<file path="src/rtl/bcd_down_cnt3.sv">
// ---------------------------------------------------------------------------
// bcd_down_cnt3 -- three-digit BCD countdown timer (999..000).
//
// A start value loaded through LOAD/LD_VAL counts down to zero, with the
// borrow rippling from the ones digit to the hundreds digit. START/STOP run
// and pause the count. PRESCALE sets how many CLK0 cycles pass per decrement.
// DONE pulses for one cycle on expiry. ERR pulses for one cycle when a LOAD
// carries a non-BCD digit.
//
// Optional feature: define AUTO_RELOAD_EN so that expiry reloads the last
// loaded start value and keeps running instead of stopping in ZERO.
// ---------------------------------------------------------------------------
module bcd_down_cnt3 #(
  parameter int PRESCALE = 1
) (
  input  logic        CLK0,
  input  logic        RST,
  input  logic        LOAD,
  input  logic [11:0] LD_VAL,
  input  logic        START,
  input  logic        STOP,
  output logic [3:0]  out0,
  output logic [3:0]  out1,
  output logic [3:0]  out2,
  output logic        RUN,
  output logic        DONE,
  output logic        ERR
);

  // Prescaler width; at least one bit, so that PRESCALE=1 still elaborates.
  localparam int PW = (PRESCALE > 1) ? $clog2(PRESCALE) : 1;
  localparam logic [PW-1:0] PRESC_LAST = PW'(PRESCALE - 1);

  typedef enum logic [1:0] {
    IDLE    = 2'd0,
    RUNNING = 2'd1,
    PAUSED  = 2'd2,
    ZERO    = 2'd3
  } state_t;

  state_t          state_q, state_d;
  logic [11:0]     value_q, value_d;
  logic [11:0]     reload_q, reload_d;
  logic [PW-1:0]   presc_q, presc_d;
  logic            run_d, done_d, err_d;

  logic            ld_ok;
  logic            tick;
  logic            at_one;
  logic            borrow0, borrow1;
  logic [3:0]      dec0, dec1, dec2;
  logic [11:0]     value_dec;

  // Decrement datapath: each digit wraps 0 -> 9 and borrows from the next
  // digit, so every digit always holds legal BCD.
  always_comb begin
    borrow0   = (value_q[3:0] == 4'd0);
    dec0      = borrow0 ? 4'd9 : value_q[3:0] - 4'd1;
    borrow1   = borrow0 && (value_q[7:4] == 4'd0);
    dec1      = borrow0 ? ((value_q[7:4] == 4'd0) ? 4'd9 : value_q[7:4] - 4'd1)
                        : value_q[7:4];
    dec2      = borrow1 ? ((value_q[11:8] == 4'd0) ? 4'd9 : value_q[11:8] - 4'd1)
                        : value_q[11:8];
    value_dec = {dec2, dec1, dec0};
  end

  assign ld_ok  = (LD_VAL[3:0] <= 4'd9) && (LD_VAL[7:4] <= 4'd9) &&
                  (LD_VAL[11:8] <= 4'd9);
  assign tick   = (state_q == RUNNING) && (presc_q == PRESC_LAST);
  assign at_one = (value_q == 12'h001);

  // Next-state and datapath decision; priority is LOAD > STOP > START > tick.
  always_comb begin
    // NOTE: every signal driven here gets a default first, so no path through
    // the if/else chain can leave one unassigned and infer a latch.
    state_d  = state_q;
    value_d  = value_q;
    reload_d = reload_q;
    presc_d  = presc_q;
    done_d   = 1'b0;
    err_d    = 1'b0;

    if (LOAD) begin
      if (ld_ok) begin
        value_d  = LD_VAL;
        reload_d = LD_VAL;
        state_d  = IDLE;
        presc_d  = '0;
      end else begin
        // Rejected load freezes the whole counter for this edge.
        err_d = 1'b1;
      end
    end else if (STOP) begin
      // STOP consumes the edge even where it has no effect, so START+STOP
      // never starts the counter.
      if (state_q == RUNNING) begin
        state_d = PAUSED;
      end
    end else if (START && (state_q == IDLE || state_q == PAUSED) &&
                 (value_q != 12'h000)) begin
      // Prescaler is left alone: PAUSED resumes its phase, IDLE already has 0.
      state_d = RUNNING;
    end else if (state_q == RUNNING) begin
      if (tick) begin
        presc_d = '0;
        if (at_one) begin
          done_d = 1'b1;
`ifdef AUTO_RELOAD_EN
          if (reload_q != 12'h000) begin
            value_d = reload_q;
          end else begin
            value_d = 12'h000;
            state_d = ZERO;
          end
`else
          value_d = 12'h000;
          state_d = ZERO;
`endif
        end else begin
          value_d = value_dec;
        end
      end else begin
        presc_d = presc_q + PW'(1);
      end
    end

    run_d = (state_d == RUNNING);
  end

  // State, value, reload and pulse registers; reset clears everything.
  always_ff @(posedge CLK0 or negedge RST) begin
    if (!RST) begin
      state_q  <= IDLE;
      value_q  <= 12'h000;
      reload_q <= 12'h000;
      presc_q  <= '0;
      RUN      <= 1'b0;
      DONE     <= 1'b0;
      ERR      <= 1'b0;
    end else begin
      // NOTE: non-blocking assignments so every register samples the values
      // from before this edge, regardless of statement order.
      state_q  <= state_d;
      value_q  <= value_d;
      reload_q <= reload_d;
      presc_q  <= presc_d;
      RUN      <= run_d;
      DONE     <= done_d;
      ERR      <= err_d;
    end
  end

  assign out0 = value_q[3:0];
  assign out1 = value_q[7:4];
  assign out2 = value_q[11:8];

endmodule

</file>
<file path="config.mk">
export PLATFORM = sky130hd
export DESIGN_NAME = bcd_down_cnt3
export DESIGN_NICKNAME = d
export VERILOG_FILES = /design/src/rtl/bcd_down_cnt3.sv
export SDC_FILE = /design/constraint.sdc
export NUM_CORES = 1
export LEC_CHECK = 0
export CAP_MARGIN = 20
export CORE_UTILIZATION = 29
export DETAILED_ROUTE_END_ITERATION = 8
export PLACE_DENSITY = 0.64
export SLEW_MARGIN = 20
export SYNTH_ARGS = -nofsm -noshare
export SYNTH_HDL_FRONTEND = slang
export SYNTH_SLANG_ARGS = --single-unit
export TNS_END_PERCENT = 100
</file>
<file path="constraint.sdc">
create_clock -name CLK0 -period 1.9 [get_ports CLK0]
set_input_delay 0.38 -clock CLK0 [delete_from_list [all_inputs] [get_ports CLK0]]
set_output_delay 0.38 -clock CLK0 [all_outputs]
set_load 0.03 [all_outputs]
</file>
### Word-level counts from Yosys, hierarchy flattened

Cells that the tools add are included.
Widths: inputs -> output; s select.

| word-level totals | value |
|---|---|
| register bits after elaboration | 18 |
| input bits | 17 |
| output and inout bits | 15 |
| word-level logic and storage cells | 77 |

| operators by class | value |
|---|---|
| add/sub/neg operators | 4 |
| $lt $le $gt $ge | 3 |
| equal/unequal tests | 7 |
| mux-type cells | 34 |
| bitwise gates (word level) | 1 |
| reductions and logical operators | 20 |

Operators by type and width:

| cell | count |
|---|---|
| $mux 12 | 7 |
| $mux 4 | 5 |
| $mux 2 | 8 |
| $mux 1 | 14 |
| $eq 12x1->1 const B | 1 |
| $le 4x4->1 const B | 3 |
| $logic_not 4->1 | 3 |
| $reduce_and 6->1 | 2 |
| $reduce_bool 12->1 | 1 |
| $sub 4x1->4 const B | 3 |
| $logic_and 1x1->1 | 6 |
| $reduce_bool 3->1 | 2 |
| $reduce_and 5->1 | 1 |
| $eq 2x1->1 const B | 2 |
| $ne 2x2->1 const B | 2 |
| $reduce_and 4->1 | 1 |
| $reduce_bool 2->1 | 2 |
| $eq 2x2->1 const B | 1 |
| $logic_not 2->1 | 1 |
| $ne 2x1->1 const B | 1 |
| $add 1x1->1 const B | 1 |
| $logic_or 1x1->1 | 1 |
| $not 1->1 | 1 |

### Depth between registers and ports, before layout

Gate-level depths: netlist of run 1.

| depth | value |
|---|---|
| depth in word-level cells | 9 |
| depth in mapped cells | 6 |
| mapped depth without buffers | 6 |

### Worst setup path before layout of run 1

Ideal clock, no wire load.

| path | value |
|---|---|
| path type | register to register |
| start point | register value_q[8] |
| end point | register value_q[6] |
| setup time | 125 ps |
| arrival | 2047 ps |
| slack | -272 ps |
| cell stages (with the launch flop) | 7 |
| period minus slack after synthesis | 2172 ps |
| cell sequence | dfrtp_1 inv_1 ha_1 nor3b_2 a41oi_2 a22oi_2 mux2_2 |

| between the ends | value |
|---|---|
| word-level cells in the longest chain between the ends | 7 |
| elaborated cells on any way between the ends | 12 |
| classes of those cells | eq/ne: 2; mux: 6; reduce/logical: 4 |

Ends and longest elaborated chain:

| item | RTL line | source |
|---|---|---|
| start: declaration | 42 | `logic [11:0] value_q, value_d;` |
| start signal: assignment | 144 | `value_q <= value_d;` |
| $eq 12x1->1 | 70 | `assign at_one = (value_q == 12'h001);` |
| $mux 12 | 106 | `if (at_one) begin` |
| $mux 12 | 104 | `if (tick) begin` |
| $mux 12 | 103 | `end else if (state_q == RUNNING) begin` |
| $mux 12 | 99 | `end else if (START && (state_q == IDLE \|\| state_q == PAUSED) &&` |
| $mux 12 | 93 | `end else if (STOP) begin` |
| $mux 12 | 83 | `if (LOAD) begin` |

Parallel ways exist; a longest one is shown, timed or not. The select of a mux whose other input is x is not followed.
A chain may end at the register's enable or synchronous reset.

### Worst setup path in the final report of run 1

| path | value |
|---|---|
| start point | register value_q[4] |
| end point | register value_q[3] |

The elaborated chain is that of the path after synthesis.

==> impl_metrics.csv, run 1 <==
group,metric,value,unit
final_layout,syn2layout_area_growth,69.6,%
worst_setup_path,critPathMaxFanout,6,
final_layout,antenna_cells,0,
final_layout,final_nets,227,
grt,grt_pass1_wl,6440,µm
power,p_leak,0.000994,µW
final_layout,layout_common_cells,"43 x buf_4, 20 x clkdlybuf4s50_1, 11 x dfrtp_1, 10 x dlymetal6s2s_1, 7 x dfrtp_2",
route,wire_per_inst,16.6,µm
grt,antenna_found_initial,0,
placed_design,place_congestion,0.863,
flow_run,maxCapViolCount,0,
floorplanning,die_w,68.0,µm
yosys,yosysTopAreaCell,"dfrtp_1",
yosys,syn-instance-count,126,
sta,drv_slew,0,
sta,setup_tns,0,ns
grt,grt_pass1_vias,1379,
yosys,synth_area_per_cell,10.0,µm²
yosys,netlist_area,0.00126,mm²
yosys,ys_warn_count,0,
yosys,syn_nets,149,
route,drt-total-wl,4200,µm
power,powerDensity,1260,mW/mm²
outcome,status,"finished, final reports clean",
sta,tightestPinTransition,0.332,ns
cts,insertion_delay,0.26,ns
worst_setup_path,start_kind,"register",
hold_path,hold_class,"input pin to async pin",
floorplanning,core_area,0.00409,mm²
sta,period_minus_slack,1.90,ns
floorplanning,start_util,30.9,%
floorplanning,io_pins,32,
cts,cts_hold_buf,0,
yosys,synth_edf_count,0,
yosys,synthFlopType,"dfrtp_1",
worst_setup_path,critPathLaunch,"value_q[4]",
cts,cts.sinks,18,
cts,tritoncts,"built",
sta,max_clock_freq,528,MHz
sta,finClkSkew,0.00379,ns
final_layout,final_core_util,52.4,%
cts,cts_made_buffers,3,
sta,rsz0062_at_grt,"yes",
sta,hold_violations,0,
route,num_vias,1355,
floorplanning,die-area,0.00462,mm²
cts,clockBufferDepth,2,
route,firstDrtPassIters,4,
yosys,async_flop_share,100,%
route,drtIter0Drc,46,
sta,max-slew-margin-rel,77.6,%
power,p_total,2690,µW
grt,grt_usage,18.8,%
yosys,netlist.area_leader.share,35.7,%
cts,htreeDepth,1,
final_layout,layout_commonest_cell,"buf_4",
floorplanning,rows,23,
worst_setup_path,critPathKind,"register to register",
yosys,seq_area_frac_synth,35.7,%
worst_setup_path,cp.required,2.05,ns
route,drc,0,
yosys,synth-seq-cells,18,
yosys,synth_area_leaders,"dfrtp_1 36%, ha_1 5.9%, mux2i_1 3.2%",
worst_setup_path,timing.rr.start,"value_q[4]",
route,ant_nets,0,
worst_setup_path,cp.arrival,2.04,ns
final_layout,drive_above_1_share,41.4,%
cts,root_buffer,"clkbuf_8",
grt,grt_start_max_net_pins,19,
placed_design,numPortBuffers,31,
grt,gr-total-overflow,0,
floorplanning,die_h,68.0,µm
placed_design,dpl.hpwl,3040,µm
power,peakVddDrop,0.000713,V
sta,finalSetupViolations,0,
yosys,synth_cell_types,49,
worst_setup_path,endpoint_kind,"register",
cts,clk_pin_slew,0.08,ns
route,avgViaCountPerCell,5.36,
sta,fin_crit_sh,99.8,%
[sequential cells by signal, summed over array words and instances, names as in the netlist]
register	cells
state_q	2
DONE	1
presc_q	1
RUN	1
value_q	12
ERR	1
[cells by family (layout without fill, tap and decap cells)]
kind of cell	after synthesis	in the layout	synth area share (%)
XOR/XNOR	1	1	0.694
AND/OR/NAND/NOR	40	40	20.2
multiplexers	7	7	6.44
AO/OA/AOI/OAI	41	41	26.0
buffers and inverters	13	90	5.05
adder cells (fa/ha/maj)	6	6	5.95
flip-flops	18	18	35.7
[worst paths after layout]
path / to / slack [ns] / depth (start not counted)
setup / recovery: value_q[3] / 0.004 / 8
hold reg to reg: presc_q / 0.56 / 1
hold / removal: ERR / 0.45 / 2
min in group CLK0: value_q[2] / 0.49 / 3
setup reg to reg: value_q[3] / 0.004 / 8
max in group asynchronous: value_q[4] / 1.22 / 2
[layout make-up]
| type | instances | area [µm²] |
|---|---|---|
| Timing Repair Buffer | 78 | 702 |
| Clock buffer | 4 | 55.1 |
| Sequential cell | 18 | 459 |
| Fill cell | 359 | 1950 |
| Multi-Input combinational cell | 95 | 832 |
| Tap cell | 50 | 62.6 |
| Inverter | 8 | 30.0 |
[worst max-delay path, stage by stage (launching register included)]
cell and delay, ns:
dfrtp_2 0.44, inv_2 0.09, ha_4 0.13, nor3b_4 0.26
buf_6 0.15, a41oi_4 0.14, buf_4 0.20, a22o_1 0.18
o22a_1 0.19
[routing by layer]
| metal | vias to the layer above | share of wire (%) | GRT usage, % |
|---|---|---|---|
| li1 | 641 | - | - |
| met1 | 676 | 43 | 23.4 |
| met2 | 32 | 53 | 33.8 |
| met3 | 6 | 3.0 | 2.17 |
| met4 | 0 | 0.93 | 4.95 |
| met5 | - | 0 | 0 |
[per-stage QoR]
stage          cell area, µm²  hold slack [ns]  setup WS [ns]  std cells
2_1_floorplan            1310           0.0844         -0.103        126
3_3_place_gp             1940            0.540         -0.340        240
3_5_place_dp             1940            0.550         -0.391        240
4_1_cts                  2030            0.464        -0.0400        246
5_1_grt                  2140            0.494        -0.0660        253
6_report                 2140            0.452        0.00443        253
[cell usage after synthesis, drive strengths merged, types with 4 or more instances]
| library cell | n |
|---|---|
| a21oi | 4 |
| nand2b | 4 |
| ha | 6 |
| nand2 | 6 |
| inv | 8 |
| a22oi | 5 |
| o21ai | 8 |
| mux2i | 4 |
| dfrtp | 18 |
[report_power, final]
group          switching, µW  total (µW)  leakage, µW  internal, µW
sequential               179         707     0.000213           527
clock                    144         328    0.0000288           184
combinational            835        1660     0.000752           821
[repair_timing]
| item | in CTS | in global routing |
|---|---|---|
| hold endpoints to repair | 0 | 0 |
| endpoints found under the setup margin | 13 | 16 |
| gates resized for setup | 9 | 20 |
| cloned | 0 | 0 |
| pin swaps | 4 | 10 |
| setup buffers | 2 | 7 |
Note: power is estimated with default switching activity, not from simulation.
==> run 2: changes to the inputs <==
--- a/config.mk
+++ b/config.mk
@@ -5,10 +5,11 @@
 export SDC_FILE = /design/constraint.sdc
 export NUM_CORES = 1
 export LEC_CHECK = 0
+export ABC_AREA = 1
 export CAP_MARGIN = 20
 export CORE_UTILIZATION = 29
 export DETAILED_ROUTE_END_ITERATION = 8
-export PLACE_DENSITY = 0.64
+export PLACE_DENSITY = 0.62
 export SLEW_MARGIN = 20
 export SYNTH_ARGS = -nofsm -noshare
 export SYNTH_HDL_FRONTEND = slang
==> constraint.sdc (replaced) <==
create_clock -name CLK0 -period 1.8 [get_ports CLK0]
set_input_delay 0.36 -clock CLK0 [delete_from_list [all_inputs] [get_ports CLK0]]
set_output_delay 0.36 -clock CLK0 [all_outputs]
set_load 0.03 [all_outputs]
==> run 2 against run 1 <==
Against the previous run: critical path depth shrank 7; power shrank 16%; core utilization shrank 9.7 points; clock power grew 2%; sequential share of layout area grew 4.2 points; highest routed layer unchanged; via count shrank 11%; cell area shrank 18%; count of clock-buffer cells in the layout is the same; first-iteration DRC count shrank 43%.
==> impl_metrics.csv, run 2 <==
group,metric,value,unit
cts,ctsResizeCount,1,
worst_setup_path,cpPeakStageDelay,0.71,ns
cts,clk_pin_slew,0.07,ns
power,powerDensity,1290,mW/mm²
worst_setup_path,path_delay_family,"buffers and inverters",
yosys,yosysTopAreaCell,"dfrtp_1",
floorplanning,die_w,68.2,µm
yosys,synth-seq-cells,18,
route,drt-total-wl,2850,µm
yosys,synth_area_per_cell,7.31,µm²
power,swShare,45.5,%
grt,gr-total-overflow,0,
final_layout,final_nets,240,
yosys,syn-instance-count,174,
sta,finalSetupViolations,0,
sta,period_minus_slack,1.75,ns
final_layout,largest-register,"value_q",
route,wire_per_inst,10.7,µm
cts,cts_hold_buf,0,
power,p_comb_share,56.2,%
placed_design,place_congestion,0.788,
sta,max_clock_freq,573,MHz
yosys,ys_warn_count,0,
worst_setup_path,endpoint_kind,"output pin",
yosys,netlist_area,0.00127,mm²
yosys,seq_area_frac_synth,35.4,%
route,avgViaCountPerCell,4.51,
final_layout,largest_register_ff_count,12,
power,p_sw,1030,µW
final_layout,drive_above_1_share,15.7,%
floorplanning,die-area,0.00466,mm²
floorplanning,rows,23,
sta,tightestPinTransition,0.317,ns
cts,tritoncts,"built",
sta,hold_violations,0,
yosys,synth.most_common_cell,"nand2_1",
cts,clockBufferDepth,2,
yosys,async_flop_share,100,%
yosys,netlist.area_leader.share,35.4,%
cts,cts_made_buffers,3,
yosys,syn_nets,197,
final_layout,layout_common_cells,"49 x nand2_1, 28 x clkdlybuf4s50_1, 22 x o21ai_0, 19 x inv_1, 18 x dfrtp_1",
worst_setup_path,critPathKind,"register to output pin",
worst_setup_path,critPathMaxFanout,4,
final_layout,syn2layout_area_growth,38.1,%
cts,cts.sinks,18,
worst_setup_path,cp.required,1.44,ns
power,p_leak,0.000881,µW
floorplanning,die_h,68.2,µm
final_layout,layout_commonest_cell,"nand2_1",
flow_run,maxCapViolCount,0,
power,clockPowerShare,14.8,%
final_layout,nFillCells,438,
route,firstDrtPassIters,4,
route,drc,0,
yosys,synth_commonest_cells,"49 x nand2_1, 22 x o21ai_0, 19 x inv_1",
outcome,status,"finished, final reports clean",
final_layout,fin_area,0.00176,mm²
grt,grt_usage,14.4,%
worst_setup_path,cp_num_buf_inv,1,
floorplanning,start_util,30.9,%
placed_design,place_ws,-0.141,ns
route,num_vias,1200,
floorplanning,io_pins,32,
cts,insertion_delay,0.26,ns
yosys,synth_cell_types,25,
placed_design,dpl.hpwl,2330,µm
worst_setup_path,cp.arrival,1.39,ns
power,seqPwrFrac,29.0,%
final_layout,top_regs,"value_q (12), state_q (2)",
power,p_int,1230,µW
floorplanning,core_area,0.00412,mm²
power,peakVddDrop,0.000526,V
sta,setup_tns,0,ns
yosys,synthFlopType,"dfrtp_1",
yosys,synth_area_leaders,"dfrtp_1 35%, nand2_1 14%, o21ai_0 8.7%",
cts,post-cts-setup-buffers,0,
worst_setup_path,cp_slowest_cell,"clkdlybuf4s50_1",
route,ant_nets,0,
final_layout,final_cells,266,
sta,rsz0062_at_grt,"no",
cts,root_buffer,"clkbuf_8",
sta,fin_ws,0.0534,ns
grt,grt_pass1_vias,1233,
sta,drv_slew,0,
hold_path,hold_class,"input pin to async pin",
route,drtIter0Drc,26,
worst_setup_path,start_kind,"register",
grt,grt_start_max_net_pins,19,
sta,finClkSkew,0.00624,ns
placed_design,dpl_cell_area,0.00170,mm²
placed_design,numPortBuffers,31,
final_layout,antenna_cells,0,
placed_design,place_inst,262,
yosys,synth_edf_count,0,
grt,antenna_found_initial,0,
grt,grt_pass1_wl,5130,µm
sta,max-slew-margin-rel,78.8,%
cts,htreeDepth,1,
worst_setup_path,path_cells,"clkdlybuf4s50_1",
sta,fin_crit_sh,97.0,%
run 2: cell types whose count changed in the layout (fill, tap and decap cells not counted), moves of 8 or more:
| cell | change |
|---|---|
| o21ai_0 | +17 |
| nand2_1 | +43 |
| clkdlybuf4s50_1 | +8 |
| inv_1 | +16 |
| buf_4 | -34 |
| nor2_1 | +9 |
| nand3_1 | +9 |
| dlymetal6s2s_1 | -8 |
run 2: final timing paths:
check	start	slack, ns	cells after the start	endpoint
min reg2reg	presc_q	0.47	2	presc_q
min	RST	0.44	2	value_q[9]
max	value_q[7]	0.05	1	out1[3]
min in group CLK0	presc_q	0.47	2	presc_q
max reg2reg	value_q[8]	0.19	9	value_q[0]
max in group asynchronous	RST	1.15	2	ERR
run 2: cell type report:
cell class / count / area [µm²] / area share (%)
clock buffer: 4 / 55.1 / 3.13
inverter: 26 / 103 / 5.84
multi-input combinational: 128 / 704 / 40.1
sequential: 18 / 450 / 25.6
tap: 50 / 62.6 / 3.56
timing repair buffer: 40 / 382 / 21.7
run 2: metal layers:
metal,part of all wire [%],wire length (µm),GRT usage [%],vias up
li1,-,-,-,635
met1,47,1350,17.7,546
met2,49,1390,25.5,15
met3,2.7,77,2.50,4
met4,0.84,24,4.17,0
met5,0,0,0,-
run 2: kinds of logic after synthesis:
group,Yosys count,share of synthesized area (%)
AO/OA/AOI/OAI,32,12.7
buffers and inverters,28,9.24
adder cells (fa/ha/maj),6,5.90
flip-flops,18,35.4
XOR/XNOR,3,2.07
AND/OR/NAND/NOR,87,34.7
run 2: through the flow:
stage,hold WS (ns),total power [µW],util [%]
after floorplan,0.0644,1520,-
after global placement,0.442,1940,41.3
after detailed placement,0.467,1960,41.3
after CTS,0.450,2290,42.6
after global routing,0.480,2470,42.7
final,0.435,2260,42.7
run 2: worst register-to-register path: stages, from the launching register on:
cell and delay, ns:
dfrtp_1 0.41, inv_1 0.16, ha_1 0.22, nand2_2 0.09, nor2_4 0.14, nand3_4 0.11, nand2_1 0.15, o21ai_0 0.10
nand2_1 0.06, o21ai_0 0.07
run 2: power groups by stage:
stage          clock network [µW]  registers [µW]  logic (µW)
6_report                      334             657        1270
2_1_floorplan                   0             890         635
3_5_place_dp                    0             666        1290
3_3_place_gp                    0             665        1270
4_1_cts                       346             659        1290
5_1_grt                       360             681        1430
==> run 3: changes to the inputs <==
--- a/config.mk
+++ b/config.mk
@@ -7,9 +7,11 @@
 export LEC_CHECK = 0
 export ABC_AREA = 1
 export CAP_MARGIN = 20
-export CORE_UTILIZATION = 29
+export CELL_PAD_IN_SITES_DETAIL_PLACEMENT = 1
+export CELL_PAD_IN_SITES_GLOBAL_PLACEMENT = 1
+export CORE_UTILIZATION = 34
 export DETAILED_ROUTE_END_ITERATION = 8
-export PLACE_DENSITY = 0.62
+export PLACE_DENSITY = 0.88
 export SLEW_MARGIN = 20
 export SYNTH_ARGS = -nofsm -noshare
 export SYNTH_HDL_FRONTEND = slang
==> run 3 against run 2 <==
Against the previous run: routed wire length is 32% higher; clock power hardly changed; critical path depth stayed put; fmax is 0.67% lower; power is 7.5% higher; sequential share of layout area is 0.48 points lower; cell area is 1.9% higher; worst hold slack better by 0.0029 ns; clock skew is 0.0018 ns lower; first-iteration DRC count is 77% higher; flip-flop and latch count stayed put; largest cell class unchanged.
==> impl_metrics.csv, run 3 (synthesis gave the netlist of run 2 again) <==
group,metric,value,unit
grt,grt-busiest-layer,"met2",
final_layout,layout_commonest_cell,"nand2_1",
route,drt-total-wl,3760,µm
cts,tritoncts,"built",
final_layout,largest_register_ff_count,12,
placed_design,place_inst,260,
route,ant_nets,0,
grt,gr-total-overflow,0,
worst_setup_path,timing.rr.start,"value_q[8]",
placed_design,place_congestion,0.803,
grt,grt_usage,20.6,%
floorplanning,rows,21,
power,peakVddDrop,0.000556,V
floorplanning,core_area,0.00347,mm²
sta,max-slew-margin-rel,79.0,%
final_layout,top_regs,"value_q (12), state_q (2)",
sta,max_clock_freq,569,MHz
grt,antenna_found_initial,0,
worst_setup_path,rr_endpoint,"value_q[0]",
route,drc,0,
final_layout,final_core_util,51.6,%
sta,hold_violations,0,
route,wire_per_inst,14.1,µm
worst_setup_path,path_cells,"clkdlybuf4s50_1",
power,p_total,2430,µW
grt,met3_usage,4.17,%
route,drtIter0Drc,46,
worst_setup_path,cp_num_buf_inv,1,
cts,clk_pin_slew,0.07,ns
final_layout,layout_common_cells,"48 x nand2_1, 30 x clkdlybuf4s50_1, 22 x o21ai_0, 18 x dfrtp_1, 16 x inv_1",
power,p_leak,0.000887,µW
worst_setup_path,cp.required,1.44,ns
placed_design,numPortBuffers,31,
worst_setup_path,rrSetupSlack,0.15,ns
worst_setup_path,endpoint_kind,"output pin",
power,powerDensity,1360,mW/mm²
route,num_vias,1321,
final_layout,antenna_cells,0,
worst_setup_path,crit_cells,1,
cts,insertion_delay,0.25,ns
grt,grt_util_met1,24.1,%
cts,clockBufferDepth,2,
worst_setup_path,critPathKind,"register to output pin",
floorplanning,io_pins,32,
sta,drv_slew,0,
floorplanning,die-area,0.00399,mm²
worst_setup_path,path_delay_family,"buffers and inverters",
worst_setup_path,cp.arrival,1.40,ns
placed_design,dpl.hpwl,2940,µm
final_layout,final_cells,266,
sta,fin_crit_sh,97.7,%
route,firstDrtPassIters,4,
grt,grt_start_max_net_pins,19,
floorplanning,die_h,63.2,µm
worst_setup_path,cp_slowest_cell,"clkdlybuf4s50_1",
hold_path,hold_class,"input pin to async pin",
final_layout,largest-register,"value_q",
worst_setup_path,start_kind,"register",
worst_setup_path,reg2reg_depth,9,
worst_setup_path,critPathMaxFanout,5,
floorplanning,die_w,63.2,µm
cts,cts_hold_buf,0,
final_layout,final_nets,244,
cts,root_buffer,"clkbuf_8",
final_layout,syn2layout_area_growth,40.7,%
sta,finalSetupViolations,0,
grt,grt_pass1_wl,6490,µm
sta,hold_ws,0.438,ns
sta,finClkSkew,0.00447,ns
grt,grt.met2_usage,37.9,%
cts,cts_made_buffers,3,
cts,htreeDepth,1,
outcome,status,"finished, final reports clean",
cts,cts.sinks,18,
sta,period_minus_slack,1.76,ns
sta,tightestPinTransition,0.314,ns
worst_setup_path,cpPeakStageDelay,0.70,ns
final_layout,drive_above_1_share,20.0,%
flow_run,maxCapViolCount,0,
floorplanning,start_util,36.7,%
route,avgViaCountPerCell,4.97,
grt,grt_pass1_vias,1424,
==> run 3: cell count changes in the layout (fill, tap and decap cells not counted), moves of 2 or more <==
cell | previous run | this run
inv_2 | 5 | 8
buf_4 | 9 | 13
clkdlybuf4s50_1 | 28 | 30
inv_1 | 19 | 16
==> run 3: metal layers <==
layer | part of all wire, % | wire length [µm]
met1 | 43 | 1630
met2 | 52 | 1960
met3 | 3.8 | 143
met4 | 0.72 | 27
met5 | 0 | 0
==> run 3: metrics by stage <==
stage | TNS (ns) | cell area (µm²) | setup WS [ns]
finish | 0 | 1790 | 0.0416
floorplan | 0 | 1270 | 0.216
detailed placement | -1.01 | 1710 | -0.149
CTS | 0 | 1760 | 0.0277
global route | -0.0102 | 1790 | -0.0102
global placement | -1.04 | 1710 | -0.134
==> run 3: area by class of cell <==
cell class | instances | area [µm²]
tap | 46 | 57.6
sequential | 18 | 450
timing repair buffer | 44 | 410
inverter | 26 | 103
clock buffer | 4 | 55.1
multi-input combinational | 128 | 714
fill | 445 | 1680
==> run 3: how the worst max path moves through the flow <==
stage | from | end
5_1_grt | value_q[8] | state_q[1]
3_3_place_gp | LD_VAL[1] | value_q[11]
3_5_place_dp | LD_VAL[1] | value_q[11]
6_report | value_q[10] | out2[2]
2_1_floorplan | value_q[4] | value_q[6]
4_1_cts | value_q[10] | out2[2]
==> run 3: timing repair <==
item	CTS	global route
buffers inserted	0	2
setup endpoints to repair	0	11
gates resized for setup	0	7
==> run 3: where the power goes <==
part,switching (µW),internal [µW],leakage [µW]
clock,138,194,0.0000288
combinational,856,586,0.000628
sequential,131,526,0.000230
